===== config.mk =====
export PLATFORM = sky130hd
export DESIGN_NAME = mem_stage
export DESIGN_NICKNAME = d
export VERILOG_FILES = /design/src/rtl/mem_stage.sv
export SDC_FILE = /design/constraint.sdc
export NUM_CORES = 1
export LEC_CHECK = 0
export CORE_ASPECT_RATIO = 0.5
export CORE_MARGIN = 4
export CORE_UTILIZATION = 25
export DETAILED_ROUTE_END_ITERATION = 10
export GPL_TIMING_DRIVEN = 1
export PLACE_DENSITY = 0.55
export SYNTH_ARGS = -nofsm -noshare
export SYNTH_HDL_FRONTEND = slang
export SYNTH_SLANG_ARGS = --single-unit

===== constraint.sdc =====
create_clock -name clk -period 4.3 [get_ports clk]
set_clock_uncertainty 0.05 [all_clocks]
set_input_delay 1.29 -clock clk [delete_from_list [all_inputs] [get_ports clk]]
set_output_delay 1.29 -clock clk [all_outputs]
set_load 0.01 [all_outputs]

===== src/rtl/mem_stage.sv =====
// Memory pipeline stage: sits downstream of execute and holds one instruction.
// Loads and stores go out over a req/ack data-memory handshake. Misaligned
// half/word accesses raise a one-cycle address exception and are dropped.
// The finished instruction is presented on the memory-to-writeback bus.
//
// Ports:
//   clk, reset            clock and synchronous active-high reset
//   EXE_MEM_BUS, in_valid  incoming {through[15:0], alu_data, out_data, pc[29:0]}
//   ready                 stage can capture this cycle (execute's next_valid)
//   dm_*                  data-memory request/response interface
//   MEM_WB_BUS, out_valid outgoing {reg_we, rd[4:0], result[31:0], pc[29:0]}
//   next_valid            writeback accepts this cycle
//   adex, badvaddr, epc   misaligned-access exception pulse and its details
module mem_stage #(
    parameter int unsigned ADDR_ALIGN_CHECK = 1
) (
    input  logic         clk,
    input  logic         reset,
    input  logic [109:0] EXE_MEM_BUS,
    input  logic         in_valid,
    output logic         ready,
    output logic         dm_req,
    output logic         dm_we,
    output logic [31:0]  dm_addr,
    output logic [3:0]   dm_be,
    output logic [31:0]  dm_wdata,
    input  logic [31:0]  dm_rdata,
    input  logic         dm_ack,
    output logic [67:0]  MEM_WB_BUS,
    output logic         out_valid,
    input  logic         next_valid,
    output logic         adex,
    output logic [31:0]  badvaddr,
    output logic [31:0]  epc
);

    typedef enum logic [1:0] {StIdle, StAccess, StHold, StFault} state_e;

    state_e         state_q, state_d;
    logic [109:0]   ent_q, ent_d;
    logic [31:0]    rdata_q, rdata_d;

    // Where a freshly captured entry goes first.
    function automatic state_e target_state(input logic [109:0] bus);
        logic       is_mem;
        logic       misal;
        logic [1:0] sz;
        logic [1:0] a;
        is_mem = bus[109] | bus[108];
        sz     = bus[107:106];
        a      = bus[63:62];
        misal  = ((sz == 2'b01) & a[0]) | (sz[1] & (a != 2'b00));
        if (!is_mem) begin
            return StHold;
        end else if (misal && (ADDR_ALIGN_CHECK != 0)) begin
            return StFault;
        end else begin
            return StAccess;
        end
    endfunction

    // Stored entry fields
    logic [15:0] thr;
    logic [31:0] alu;
    logic [31:0] od;
    logic [29:0] pc;
    logic [1:0]  a;
    logic        is_store;
    logic        is_load;

    assign thr      = ent_q[109:94];
    assign alu      = ent_q[93:62];
    assign od       = ent_q[61:30];
    assign pc       = ent_q[29:0];
    assign a        = alu[1:0];
    assign is_store = thr[14];
    assign is_load  = thr[15] & ~thr[14];

    logic unused_reserved;
    assign unused_reserved = ^thr[4:0];

    logic capture;

    always_comb begin
        ready   = (state_q == StIdle) | ((state_q == StHold) & next_valid);
        capture = in_valid & ready;
        state_d = state_q;
        ent_d   = ent_q;
        rdata_d = rdata_q;
        if (capture) begin
            // Covers both IDLE and the HOLD pass-through case.
            ent_d   = EXE_MEM_BUS;
            state_d = target_state(EXE_MEM_BUS);
        end else begin
            unique case (state_q)
                StIdle:   state_d = StIdle;
                StAccess: begin
                    if (dm_ack) begin
                        rdata_d = dm_rdata;
                        state_d = StHold;
                    end
                end
                StHold:   if (next_valid) state_d = StIdle;
                StFault:  state_d = StIdle;
            endcase
        end
    end

    always_ff @(posedge clk) begin
        if (reset) begin
            state_q <= StIdle;
            ent_q   <= '0;
            rdata_q <= '0;
        end else begin
            state_q <= state_d;
            ent_q   <= ent_d;
            rdata_q <= rdata_d;
        end
    end

    // Byte-lane formatting
    logic [3:0]  lane_be;
    logic [31:0] lane_wdata;
    logic [31:0] rd_shift;
    logic [7:0]  ld_byte;
    logic [15:0] ld_half;
    logic [31:0] ld_data;
    logic [31:0] result;
    logic        reg_we_out;

    always_comb begin
        unique case (thr[13:12])
            2'b00: begin
                lane_be    = 4'b0001 << a;
                lane_wdata = {4{od[7:0]}};
            end
            2'b01: begin
                lane_be    = a[1] ? 4'b1100 : 4'b0011;
                lane_wdata = {2{od[15:0]}};
            end
            default: begin
                lane_be    = 4'b1111;
                lane_wdata = od;
            end
        endcase

        rd_shift = rdata_q >> {a, 3'b000};
        ld_byte  = rd_shift[7:0];
        ld_half  = a[1] ? rdata_q[31:16] : rdata_q[15:0];
        unique case (thr[13:12])
            2'b00:   ld_data = {{24{thr[11] & ld_byte[7]}}, ld_byte};
            2'b01:   ld_data = {{16{thr[11] & ld_half[15]}}, ld_half};
            default: ld_data = rdata_q;
        endcase

        result     = is_load ? ld_data : od;
        reg_we_out = thr[10] & ~is_store;
    end

    always_comb begin
        dm_req     = (state_q == StAccess);
        dm_we      = dm_req & is_store;
        dm_addr    = dm_req ? alu : '0;
        dm_be      = dm_req ? lane_be : '0;
        dm_wdata   = dm_req ? lane_wdata : '0;
        out_valid  = (state_q == StHold);
        MEM_WB_BUS = out_valid ? {reg_we_out, thr[9:5], result, pc} : '0;
        adex       = (state_q == StFault);
        badvaddr   = adex ? alu : '0;
        epc        = adex ? {pc, 2'b00} : '0;
    end

endmodule


# After elaboration in Yosys (flattened, before gate mapping)
# Index checks and enable logic that the tools add are counted.
# word_totals
output_inout_bits	205
inputBits	147
reg_bits	144
word_cells	50
# op_classes
reduce_logical	6
n_eq_ne	7
bitwise	14
shifts	2
n_mux	18
# ops
op	count
$mux 32	5
$pmux 32 s2	2
$mux 68	1
$shr 32x5->8	1
$mux 16	1
$mux 2	5
$and 1x1->1	9
$mux 4	2
$pmux 4 s2	1
$eq 2x1->1 const B	3
$ne 3x1->1 const B	2
$pmux 2 s3	1
$eq 2x2->1 const B	2
$logic_not 2->1	2
$shl 1x2->4 const A	1
$or 1x1->1	3
$reduce_and 3->1	1
$not 1->1	2
$reduce_and 2->1	1
$reduce_bool 2->1	1
$reduce_or 2->1	1

# Longest topological paths before layout
# logic_depth
word_depth	6
mapped_depth	8
mapped_depth_nobuf	6

# Worst setup path before layout
# Ideal clock, no wire load.
# synth_timing
kind	in2out
start	input next_valid
end	output ready
path_buffers	0
stages	2
required_ps	2960
arrival_time_ps	1544
path_slack_ps	1416
cell_sequence	inv_1 -> a21oi_1
# synth_via
elab_chain_len	2
# synth_lines
item	line	text
start: declaration	31	input logic next_valid,
$and 1x1->1	85	ready = (state_q == StIdle) | ((state_q == StHold) & next_valid);
$or 1x1->1	85	
end: declaration	21	output logic ready,
# Every way passes these cells.

# Worst setup path after layout
# layout_timing
start	register ent_q[107]
end	output MEM_WB_BUS[61]
# layout_via
elab_chain_len	4
word_cells_on_any_way	5
classes_between	eq/ne: 1; mux: 3; reduce/logical: 1
# layout_lines
item	line	text
start: declaration	40	logic [109:0] ent_q, ent_d;
start signal: assignment	116	ent_q <= ent_d;
$eq 2x1->1 / $logic_not 2->1 (equally long branches)	150	unique case (thr[13:12])
$pmux 32 s2 (*)	150	
$mux 32 (*)	156	result = is_load ? ld_data : od;
$mux 68 (*)	167	MEM_WB_BUS = out_valid ? {reg_we_out, thr[9:5], result, pc} : '0;
end: declaration	29	output logic [67:0] MEM_WB_BUS,
# Every way passes the cells marked *; elsewhere a longest branch is shown, timed or not.

==> flow_metrics.env <==
export IMPL_outcome="finished, final reports clean"
export IMPL_totalWireLength_um=32100
export IMPL_synth_edff_count=0
export IMPL_layout_nets=1465
export IMPL_fin_crit_sh_pct=95.1
export IMPL_crit_type="flip-flop to output pin"
export IMPL_synth_area_leader_cell="dfxtp_1"
export IMPL_dr_total_vias=8161
export IMPL_wl_per_cell_um=18.7
export IMPL_antenna_found_initial=0
export IMPL_grt_total_usage_pct=19.4
export IMPL_drive_gt1_share_pct=4.82
export IMPL_cp_cell_sequence="inv_1, nor4_4, buf_4, a221o_1, clkdlybuf4s50_1"
export IMPL_htree_levels=4
export IMPL_power_density_nw_per_um2=308
export IMPL_dieWidth_um=249
export IMPL_ios=352
export IMPL_yosysWarningCount=0
export IMPL_post_place_ws_ps=254
export IMPL_synthToLayoutAreaGrowth_pct=58.9
export IMPL_start_kind="flip-flop"
export IMPL_holdWs_ps=403
export IMPL_rsz0062_at_grt="no"
export IMPL_dr_pass1_iters=5
export IMPL_numCtsBuffers=17
export IMPL_worstMarginPinSlew_ps=767
export IMPL_crit_fanout=33
export IMPL_fin_crit_ps=4090
export IMPL_grt_pass1_wl_um=48100
export IMPL_setup_ws_ps=210
export IMPL_grt_overflow=0
export IMPL_clkSinkCount=139
export IMPL_synth_area_leaders="dfxtp_1, nand2_1, a21oi_1"
export IMPL_p_leak_nw=4.37
export IMPL_cts_resized_gates=0
export IMPL_fillCellCount=2967
export IMPL_io_buffers=344
export IMPL_ir_drop_mv=0.303
export IMPL_cts_root_buf="clkbuf_16"
export IMPL_syn_area_per_cell_sq_um=7.02
export IMPL_drc_errors=0
export IMPL_cpPeakStageDelay_ps=690
export IMPL_slowest_stage="dfxtp_2"
export IMPL_chipHeight_um=128
export IMPL_row_count=43
export IMPL_cts_setup_buffers=0
export IMPL_setup_viol=0
export IMPL_synth_cell_area_sq_um=7230
export IMPL_viasPerCell=4.77
export IMPL_end_kind="output pin"
export IMPL_postCtsHoldBufs=0
export IMPL_fin_total_pwr_w=0.00354
export IMPL_synth_seq_cells=139
export IMPL_relSlewSlack_pct=48.8
export IMPL_clk_latency_ps=430
export IMPL_cp_required_ps=2960
export IMPL_fmax_mhz=245
export IMPL_start_util_pct=25.8
export IMPL_gp_congestion=0.848
export IMPL_final_hold_viol_count=0
export IMPL_drt_initial_drc_count=617
export IMPL_cp_data_arrival_time_ps=2750
export IMPL_final_max_slew_viol_count=0
export IMPL_cts_buffer_depth=2
export IMPL_hold_path_class="flip-flop to flip-flop"
export IMPL_max_cap_violations=0
export IMPL_synthDominantCellAreaShare_pct=38.5
export IMPL_path_clk_slew_ps=60
export IMPL_hpwl_um=23800
export IMPL_die_area_sq_um=31900
export IMPL_antenna_left=0
export IMPL_ys_flop_type="dfxtp_1"
export IMPL_netlist_instances=1030
export IMPL_async_reset_ff_share_pct=0
export IMPL_synth_distinct_cells=39
export IMPL_fin_setup_tns_ps=0
export IMPL_grt_max_degree=99
export IMPL_core_area_sq_um=28100
export IMPL_grt_pass1_vias=8059
export IMPL_seq_area_frac_synth_pct=38.5
export IMPL_cts_tree="yes"
cells by family (layout without fill, tap and decap cells):
family / Yosys count / in the layout / share of synthesized area (%)
simple gates: 527 / 527 / 33.4
compound gates: 239 / 239 / 19.1
flops: 139 / 139 / 38.5
buf+inv: 106 / 403 / 6.45
mux: 18 / 18 / 2.49
other cells: 1 / 4 / 0.0518
synthesized netlist by cell type, types with 3 or more instances:
master / number
a311o_1: 7
nand2b_1: 9
nand3b_1: 7
a21oi_1: 165
a221o_1: 16
nand2_1: 324
clkbuf_1: 60
and3_1: 97
mux2i_1: 18
buf_1: 4
nor2_1: 37
o21ai_0: 24
dfxtp_1: 139
inv_1: 5
a31oi_1: 14
buf_2: 28
nor2b_1: 3
and2_1: 43
buf_4: 5
power breakdown:
part           internal, W  leakage [nW]  switching, W
sequential         0.00137          1.14     0.0000833
combinational     0.000291          2.97      0.000343
clock             0.000889         0.263      0.000565
total              0.00255          4.37      0.000991
critical path: cells and delay by family, from the launching register on:
kind            cells  cell delay (ps)
simple gates        1              300
compound gates      1              240
flops               1              690
buf+inv             3             1070
worst paths after layout:
kind / startpoint / endpoint / slack, ps / depth (start not counted)
worst max register to register: state_q[0]$_SDFFE_PP0P_ / ent_q[61]$_SDFFE_PP0P_ / 1640 / 6
worst min register to register: ent_q[101]$_SDFFE_PP0P_ / ent_q[101]$_SDFFE_PP0P_ / 400 / 2
worst min-delay path: ent_q[101]$_SDFFE_PP0P_ / ent_q[101]$_SDFFE_PP0P_ / 400 / 2
worst max-delay path: ent_q[107]$_SDFFE_PP0P_ / MEM_WB_BUS[61] / 210 / 5
registers in the layout (all words and copies together), names as in the netlist:
| name | count |
|---|---|
| ent_q | 105 |
| rdata_q | 32 |
| state_q | 2 |
placed cells by master (no fill, tap or decap), types with 2 or more instances in the layout:
master           netlist  final
nand2_1              324    324
nor2_1                37     37
diode_2                0      2
a31oi_1               14     14
clkbuf_16              0     17
clkdlybuf4s50_1        0    343
and3_1                97     97
bufinv_16              0      2
a221o_1               16     16
clkbuf_8               0      3
inv_2                  2      2
a21oi_1              165    165
conb_1                 1      2
nor2b_1                3      3
dfxtp_2                0      3
clkbuf_1              60      3
o22a_1                 2      2
inv_1                  5      5
nor2_2                 2      2
and2_1                43     43
buf_4                  5     23
nand3b_1               7      7
mux2i_1               18     18
nor3_1                 2      2
dfxtp_1              139    136
clkinvlp_4             0      4
o21ai_0               24     24
nand2b_1               9      9
a311o_1                7      7
metal layers:
| layer | GRT usage (%) | routed length [um] | part of all wire, % |
|---|---|---|---|
| met4 | 7.05 | 746 | 2.3 |
| met2 | 35.7 | 17000 | 53 |
| met3 | 3.71 | 1100 | 3.4 |
| met1 | 22.7 | 13200 | 41 |
| met5 | 0 | 0 | 0 |
final cells by class:
class                      instances  area, sq um  share of cell area (%)
clock buffer                      23          478                    4.16
timing repair buffer             367         3630                    31.5
clock inverter                     6         90.1                   0.784
sequential                       139         2790                    24.2
inverter                           7         26.3                   0.229
tap                              382          478                    4.16
antenna                            2         5.00                  0.0435
multi-input combinational        786         4010                    34.8
through the flow:
stage                     instances  util, %  area (sq um)
after floorplan                1031        -          7240
after global placement         1681     38.9         10900
after detailed placement       1681     38.9         10900
after CTS                      1710     40.9         11500
after global routing           1710     40.9         11500
final                          1712     40.9         11500
Power figures use the tool's default switching activity.
